[config.mk]
export PLATFORM = sky130hd
export DESIGN_NAME = mapper_konami_gen_flat
export DESIGN_NICKNAME = d
export VERILOG_FILES = /design/src/rtl/mapper_konami_gen_if.sv /design/src/rtl/mapper_konami_gen.sv /design/src/flat_wrapper.sv
export SDC_FILE = /design/constraint.sdc
export NUM_CORES = 1
export LEC_CHECK = 0
export BUFFER_PORTS_ARGS = -buffer_cell sky130_fd_sc_hd__buf_4
export CAP_MARGIN = 20
export CORE_MARGIN = 3
export CORE_UTILIZATION = 40
export CTS_BUF_LIST = sky130_fd_sc_hd__clkbuf_4 sky130_fd_sc_hd__clkbuf_8
export DETAILED_ROUTE_END_ITERATION = 12
export PLACE_DENSITY = 0.63
export SLEW_MARGIN = 30
export SYNTH_ARGS = -nofsm -noshare
export SYNTH_HDL_FRONTEND = slang
export SYNTH_SLANG_ARGS = --single-unit
[constraint.sdc]
create_clock -name clk -period 2.1 [get_ports clk]
set_clock_uncertainty 0.1 [all_clocks]
set_input_delay 0.105 -clock clk [delete_from_list [all_inputs] [get_ports clk]]
set_output_delay 0.105 -clock clk [all_outputs]
set_load 0.02 [all_outputs]
[src/rtl/mapper_konami_gen_if.sv]
// rtl/mapper_konami_gen_if.sv - slot-side access bus and registered SDRAM-side results of the Konami mapper
interface mapper_konami_gen_if #(
  parameter int ADDR_W = 27
);
  logic              mreq;
  logic              req;
  logic              rd;
  logic              wr;
  logic [15:0]       addr;
  logic [7:0]        data_in;
  logic [ADDR_W-1:0] out_addr;
  logic              ram_cs;
  logic              scc_cs;
  logic              bank_wr;

  modport master (
    output mreq, req, rd, wr, addr, data_in,
    input  out_addr, ram_cs, scc_cs, bank_wr
  );

  modport slave (
    input  mreq, req, rd, wr, addr, data_in,
    output out_addr, ram_cs, scc_cs, bank_wr
  );
endinterface

[src/rtl/mapper_konami_gen.sv]
// rtl/mapper_konami_gen.sv - Konami / Konami-SCC MegaROM bank mapper with per-instance bank sets
module mapper_konami_gen #(
  parameter int NUM_ID    = 2,
  parameter int BANK_BITS = 8,
  parameter int PAGE_BITS = 13,
  parameter int ADDR_W    = 27,
  parameter int MIRROR    = 1,
  localparam int ID_W     = (NUM_ID > 1) ? $clog2(NUM_ID) : 1
) (
  input  logic                 clk,
  input  logic                 reset_n,
  input  logic [1:0]           mode,
  input  logic [ID_W-1:0]      id,
  input  logic [ADDR_W-1:0]    rom_size,
  mapper_konami_gen_if.slave   bus
);

  // Per-instance bank registers and SCC enables
  logic [BANK_BITS-1:0] bank_q [NUM_ID][4];
  logic [BANK_BITS-1:0] bank_d [NUM_ID][4];
  logic [NUM_ID-1:0]    scc_en_q, scc_en_d;

  // Registered outputs
  logic [ADDR_W-1:0] out_addr_q, out_addr_d;
  logic              ram_cs_q, ram_cs_d;
  logic              scc_cs_q, scc_cs_d;
  logic              bank_wr_q, bank_wr_d;

  // Decode helpers
  logic                 mode_kon, mode_scc, id_ok, access, is_write, is_read;
  logic                 in_window, scc_hit, wr_hit, mapped;
  logic [ID_W-1:0]      sel;
  logic [1:0]           page, wr_idx;
  logic [BANK_BITS-1:0] page_bank;
  logic [ADDR_W-1:0]    rom_addr, rom_final;

  assign mode_kon  = (mode == 2'd1);
  assign mode_scc  = (mode == 2'd2);
  assign id_ok     = (32'(id) < NUM_ID);
  assign sel       = id_ok ? id : '0;
  assign access    = bus.mreq & bus.req & (mode_kon | mode_scc) & id_ok & (bus.rd | bus.wr);
  // A simultaneous rd+wr is a write; only a pure rd reads ROM.
  assign is_write  = bus.wr;
  assign is_read   = bus.rd & ~bus.wr;
  // 4000-BFFF is the only ROM window; A15^A14 is 1 exactly there.
  assign in_window = bus.addr[15] ^ bus.addr[14];
  // Page 0..3 maps to 4000/6000/8000/A000, i.e. A[15:13] minus 2.
  assign page      = {~bus.addr[14], bus.addr[13]};
  // Plain Konami has no bank 0 register: page 4000 always reads ROM bank 0.
  assign page_bank = (mode_kon && page == 2'd0) ? '0 : bank_q[sel][page];
  assign rom_addr  = ADDR_W'({page_bank, bus.addr[PAGE_BITS-1:0]});
  assign scc_hit   = mode_scc && scc_en_q[sel] && (bus.addr[15:8] == 8'h98);

  generate
    if (MIRROR != 0) begin : g_mirror
      assign rom_final = rom_addr & (rom_size - ADDR_W'(1));
      assign mapped    = in_window;
    end else begin : g_bound
      assign rom_final = rom_addr;
      assign mapped    = in_window && (rom_addr < rom_size);
    end
  endgenerate

  // Bank-register write decode for the active mapper flavour
  always_comb begin
    wr_hit = 1'b0;
    wr_idx = 2'd0;
    if (mode_kon) begin
      case (bus.addr[15:13])
        3'b011:  begin wr_hit = 1'b1; wr_idx = 2'd1; end
        3'b100:  begin wr_hit = 1'b1; wr_idx = 2'd2; end
        3'b101:  begin wr_hit = 1'b1; wr_idx = 2'd3; end
        default: ;
      endcase
    end else if (mode_scc) begin
      case (bus.addr[15:11])
        5'b01010: begin wr_hit = 1'b1; wr_idx = 2'd0; end
        5'b01110: begin wr_hit = 1'b1; wr_idx = 2'd1; end
        5'b10010: begin wr_hit = 1'b1; wr_idx = 2'd2; end
        5'b10110: begin wr_hit = 1'b1; wr_idx = 2'd3; end
        default:  ;
      endcase
    end
  end

  // Next-state: bank updates, SCC enable tracking, and next-cycle output values
  always_comb begin
    bank_d     = bank_q;
    scc_en_d   = scc_en_q;
    out_addr_d = '1;
    ram_cs_d   = 1'b0;
    scc_cs_d   = 1'b0;
    bank_wr_d  = 1'b0;
    if (access) begin
      scc_cs_d = scc_hit;
      if (is_write) begin
        if (wr_hit) begin
          bank_d[sel][wr_idx] = bus.data_in[BANK_BITS-1:0];
          bank_wr_d           = 1'b1;
          if (mode_scc && wr_idx == 2'd2) begin
            scc_en_d[sel] = (bus.data_in[5:0] == 6'h3F);
          end
        end
      end else if (is_read && mapped && !scc_hit) begin
        ram_cs_d   = 1'b1;
        out_addr_d = rom_final;
      end
    end
    // The SCC window only exists in SCC mode; leaving it disarms every instance.
    if (!mode_scc) begin
      scc_en_d = '0;
    end
  end

  // State and output registers; reset restores banks {0,1,2,3} and idle outputs
  always_ff @(posedge clk or negedge reset_n) begin
    if (!reset_n) begin
      for (int i = 0; i < NUM_ID; i++) begin
        for (int j = 0; j < 4; j++) begin
          bank_q[i][j] <= BANK_BITS'(j);
        end
      end
      scc_en_q   <= '0;
      out_addr_q <= '1;
      ram_cs_q   <= 1'b0;
      scc_cs_q   <= 1'b0;
      bank_wr_q  <= 1'b0;
    end else begin
      bank_q     <= bank_d;
      scc_en_q   <= scc_en_d;
      out_addr_q <= out_addr_d;
      ram_cs_q   <= ram_cs_d;
      scc_cs_q   <= scc_cs_d;
      bank_wr_q  <= bank_wr_d;
    end
  end

  assign bus.out_addr = out_addr_q;
  assign bus.ram_cs   = ram_cs_q;
  assign bus.scc_cs   = scc_cs_q;
  assign bus.bank_wr  = bank_wr_q;

endmodule
[src/flat_wrapper.sv]
// flat-port wrapper written by rule: the top's interface ports become plain ports
module mapper_konami_gen_flat 
#(
  parameter int NUM_ID    = 2,
  parameter int BANK_BITS = 8,
  parameter int PAGE_BITS = 13,
  parameter int ADDR_W    = 27,
  parameter int MIRROR    = 1,
  localparam int ID_W     = (NUM_ID > 1) ? $clog2(NUM_ID) : 1
)
  (clk, reset_n, mode, id, rom_size, bus_mreq, bus_req, bus_rd, bus_wr, bus_addr, bus_data_in, bus_out_addr, bus_ram_cs, bus_scc_cs, bus_bank_wr);
  mapper_konami_gen_if #(.ADDR_W(ADDR_W)) bus_i ();
  input  logic clk;
  input  logic reset_n;
  input  logic [1:0] mode;
  input  logic [ID_W-1:0] id;
  input  logic [ADDR_W-1:0] rom_size;
  input wire logic [$bits(bus_i.mreq)-1:0] bus_mreq;
  input wire logic [$bits(bus_i.req)-1:0] bus_req;
  input wire logic [$bits(bus_i.rd)-1:0] bus_rd;
  input wire logic [$bits(bus_i.wr)-1:0] bus_wr;
  input wire logic [$bits(bus_i.addr)-1:0] bus_addr;
  input wire logic [$bits(bus_i.data_in)-1:0] bus_data_in;
  output wire logic [$bits(bus_i.out_addr)-1:0] bus_out_addr;
  output wire logic [$bits(bus_i.ram_cs)-1:0] bus_ram_cs;
  output wire logic [$bits(bus_i.scc_cs)-1:0] bus_scc_cs;
  output wire logic [$bits(bus_i.bank_wr)-1:0] bus_bank_wr;
  assign bus_i.mreq = bus_mreq;
  assign bus_i.req = bus_req;
  assign bus_i.rd = bus_rd;
  assign bus_i.wr = bus_wr;
  assign bus_i.addr = bus_addr;
  assign bus_i.data_in = bus_data_in;
  assign bus_out_addr = bus_i.out_addr;
  assign bus_ram_cs = bus_i.ram_cs;
  assign bus_scc_cs = bus_i.scc_cs;
  assign bus_bank_wr = bus_i.bank_wr;
  mapper_konami_gen #(.NUM_ID(NUM_ID), .BANK_BITS(BANK_BITS), .PAGE_BITS(PAGE_BITS), .ADDR_W(ADDR_W), .MIRROR(MIRROR)) u_core (.clk(clk), .reset_n(reset_n), .mode(mode), .id(id), .rom_size(rom_size), .bus(bus_i));
endmodule
==> impl_metrics.yaml <==
place:
  placed_cell_area_um2: 5370
  gp_congestion: 0.837
  post-dp-hpwl_um: 7560
  pre_cts_ws_ns: -0.000256
  numPortBuffers: 83
finish:
  layout_commonest_cell: "buf_4"
  drive_above_1_share_pct: 48.9
  ff_latch_area_um2: 2310
  fin_util_pct: 57.5
  fillCellCount: 873
  synthToLayoutAreaGrowth_pct: 36.6
  multiInputGateArea_um2: 2040
  layout.nets: 560
  n_antenna_cell: 0
  layout_common_cells: "103 x buf_4, 67 x mux2_2, 61 x dfrtp_1, 47 x dlygate4sd3_1, 30 x dfstp_2"
  stdcell_area_um2: 6090
status:
  status: "finished, final reports clean"
logic_synthesis:
  ys_seq_area_share_pct: 51.9
  ys_ff_latch: 91
  yosys_warnings: 0
  synth_nets: 410
  synth_edf_count: 0
  netlist_area_um2: 4460
  synth_ff_type: "dfrtp_1"
  synth_area_per_cell_um2: 12.9
  synth.distinct_cells: 48
  postSynthCellCount: 346
  async_flop_share_pct: 100
floorplan:
  core_um2: 10600
  io-pin-count: 90
  start_util_pct: 42.1
  fp.dieH_um: 112
  num_rows: 37
  die_w_um: 112
  dieArea_um2: 12500
power:
  total_power_mw: 3.54
  clock_power_share_pct: 37.5
  p_int_mw: 2.68
  power.leakage_nw: 2.79
  ir_drop_mv: 0.274
  sw_frac_of_total_pct: 24.3
  powerDensity_nw_per_um2: 581
  p_switching_uw: 860
  power_frac_comb_pct: 11.7
  seqPwrFrac_pct: 50.8
routing:
  wire_per_inst_um: 17.4
  highest_layer: "met4"
  drtIter0Drc: 161
  dr_total_vias: 3302
  dr_wl_met2_um: 5310
  via_per_inst: 5.18
  drc: 0
  ant_nets: 0
  first_pass_iters: 4
  met1_length_um: 5010
  wirelength_um: 11100
  wl_met3_um: 674
grt:
  overflow: 0
  grt_pass1_vias: 3510
  grt_max_degree: 41
  grt_pass1_wl_um: 17900
  grtUsageTotal_pct: 18.0
  grt_antenna_before_repair: 0
sta:
  relSlewSlack_pct: 66.8
  period_needed_ns: 2.05
  finalCritPeriodShare_pct: 97.5
  finalWorstSetupSlack_ns: 0.0518
  fmax_mhz: 488
  setup_viol: 0
  drv_slew: 0
  worst_pin_slew_ns: 0.494
  hold_viol: 0
cts:
  cts_max_path_buffers: 2
  clk_latency_ns: 0.36
  clock_sinks: 91
  post_cts_buffers: 0
  cts_tree: "done"
  path_clk_slew_ns: 0.09
  cts_root_buffer: "clkbuf_8"
  htree_levels: 3
  cts_made_buffers: 9
critical_path:
  reg2reg_setup_slack_ns: 0.14
  ff2ff_path_depth: 6
  end_kind: "flip-flop"
  cp.arrival_ns: 2.19
  startpoint_type: "input pin"
  cp.required_ns: 2.25
  worst-path-max-fanout: 8
  crit_type: "input pin to flip-flop"
hold_path:
  hold_path_class: "input pin to flip-flop"
  holdPathStages: 4
job:
  maxCapViolations: 0
==> worst max-delay path, cell delays in order <==
cell	delay (ns)
dlygate4sd3_1	0.54
buf_4	0.15
and4bb_2	0.34
a211o_1	0.15
nand2_4	0.09
or3_4	0.38
buf_6	0.16
mux2_2	0.27
==> registers in the layout (all words and copies together) (netlist names) <==
name	cells
u_core.bus.ram_cs	1
u_core.bank_q	64
u_core.scc_en_q	2
u_core.bus.scc_cs	1
u_core.bus.bank_wr	1
u_core.bus.out_addr	22
==> synth_stat cells (2+ instances only) <==
cell type	number	area (µm²)
o22ai_1	2	12.5
xnor2_1	15	131
or4_1	2	15.0
nor4b_1	2	17.5
o21ai_0	14	70.1
nor2_1	6	22.5
mux2i_1	18	180
o32ai_1	4	35.0
nand3_1	2	10.0
or3_1	3	18.8
dfstp_2	30	788
nor2b_1	2	12.5
nand4_1	4	25.0
and2_1	2	12.5
xor2_1	4	35.0
buf_2	4	20.0
dfrtp_1	61	1530
nand3_2	2	20.0
clkbuf_1	5	18.8
buf_4	5	37.5
inv_1	10	37.5
nand2_1	28	105
o311ai_0	2	17.5
nor3_2	5	50.1
mux2_2	67	754
mux4_2	8	180
nor3_1	9	45.0
a21o_1	4	30.0
a21oi_1	4	20.0
ha_1	4	50.1
==> routing by layer <==
metal	vias to the layer above	global-route usage, %
li1	1552	-
met1	1635	23.7
met2	105	30.5
met3	10	3.97
met4	0	4.14
met5	-	0
==> power groups by stage <==
stage	registers, mW	logic [mW]	clock network [mW]
2_1_floorplan	1.84	0.136	0
3_3_place_gp	1.83	0.342	0
3_5_place_dp	1.83	0.347	0
4_1_cts	1.80	0.414	1.37
5_1_grt	1.80	0.453	1.44
6_report	1.80	0.414	1.33
==> cells by family after synthesis <==
| logic type | count (synthesis) | share of synthesized area [%] |
|---|---|---|
| AOI/OAI and AO/OA | 36 | 5.36 |
| xor gates and xnor gates | 19 | 3.73 |
| adders and majority gates | 4 | 1.12 |
| buffers and inverters | 25 | 2.81 |
| DFF | 91 | 51.9 |
| muxes | 93 | 25.0 |
| and+or+nand+nor | 78 | 10.1 |
==> stage by stage <==
stage	hold slack [ns]	setup TNS, ns	instances
after floorplan	-0.291	0	346
after global placement	-0.00722	0	574
after detailed placement	0.00216	-0.000256	574
after CTS	0.00343	0	637
after global routing	0.0270	-0.0144	637
final	0.0169	0	637
==> area by class of cell <==
cell class / count / area share [%]
Clock buffer: 9 / 2.03
Clock inverter: 7 / 1.64
Inverter: 10 / 0.616
Multi-Input combinational cell: 230 / 33.5
Sequential cell: 91 / 38.0
Tap cell: 136 / 2.79
Timing Repair Buffer: 154 / 21.4
==> path summary, 6_finish.rpt <==
check	startpoint	endpoint
setup reg to reg	u_core.scc_en_q[1]$_DFFE_PN0P_	u_core.bus.out_addr[1]$_DFF_PN1_
min in group asynchronous	reset_n	u_core.bus.scc_cs$_DFF_PN0_
max in group asynchronous	reset_n	u_core.bank_q[61]$_DFFE_PN0P_
hold reg to reg	u_core.bank_q[6]$_DFFE_PN0P_	u_core.bank_q[6]$_DFFE_PN0P_
setup / recovery	bus_addr[11]	u_core.bank_q[53]$_DFFE_PN0P_
hold / removal	rom_size[15]	u_core.bus.out_addr[16]$_DFF_PN1_
==> what timing repair did <==
item	CTS	global route
hold buffers	47	0
resized for setup	0	6
endpoints found under the hold margin	125	0
endpoints found under the setup margin	0	33
Note: power is estimated with default switching activity, not from simulation.
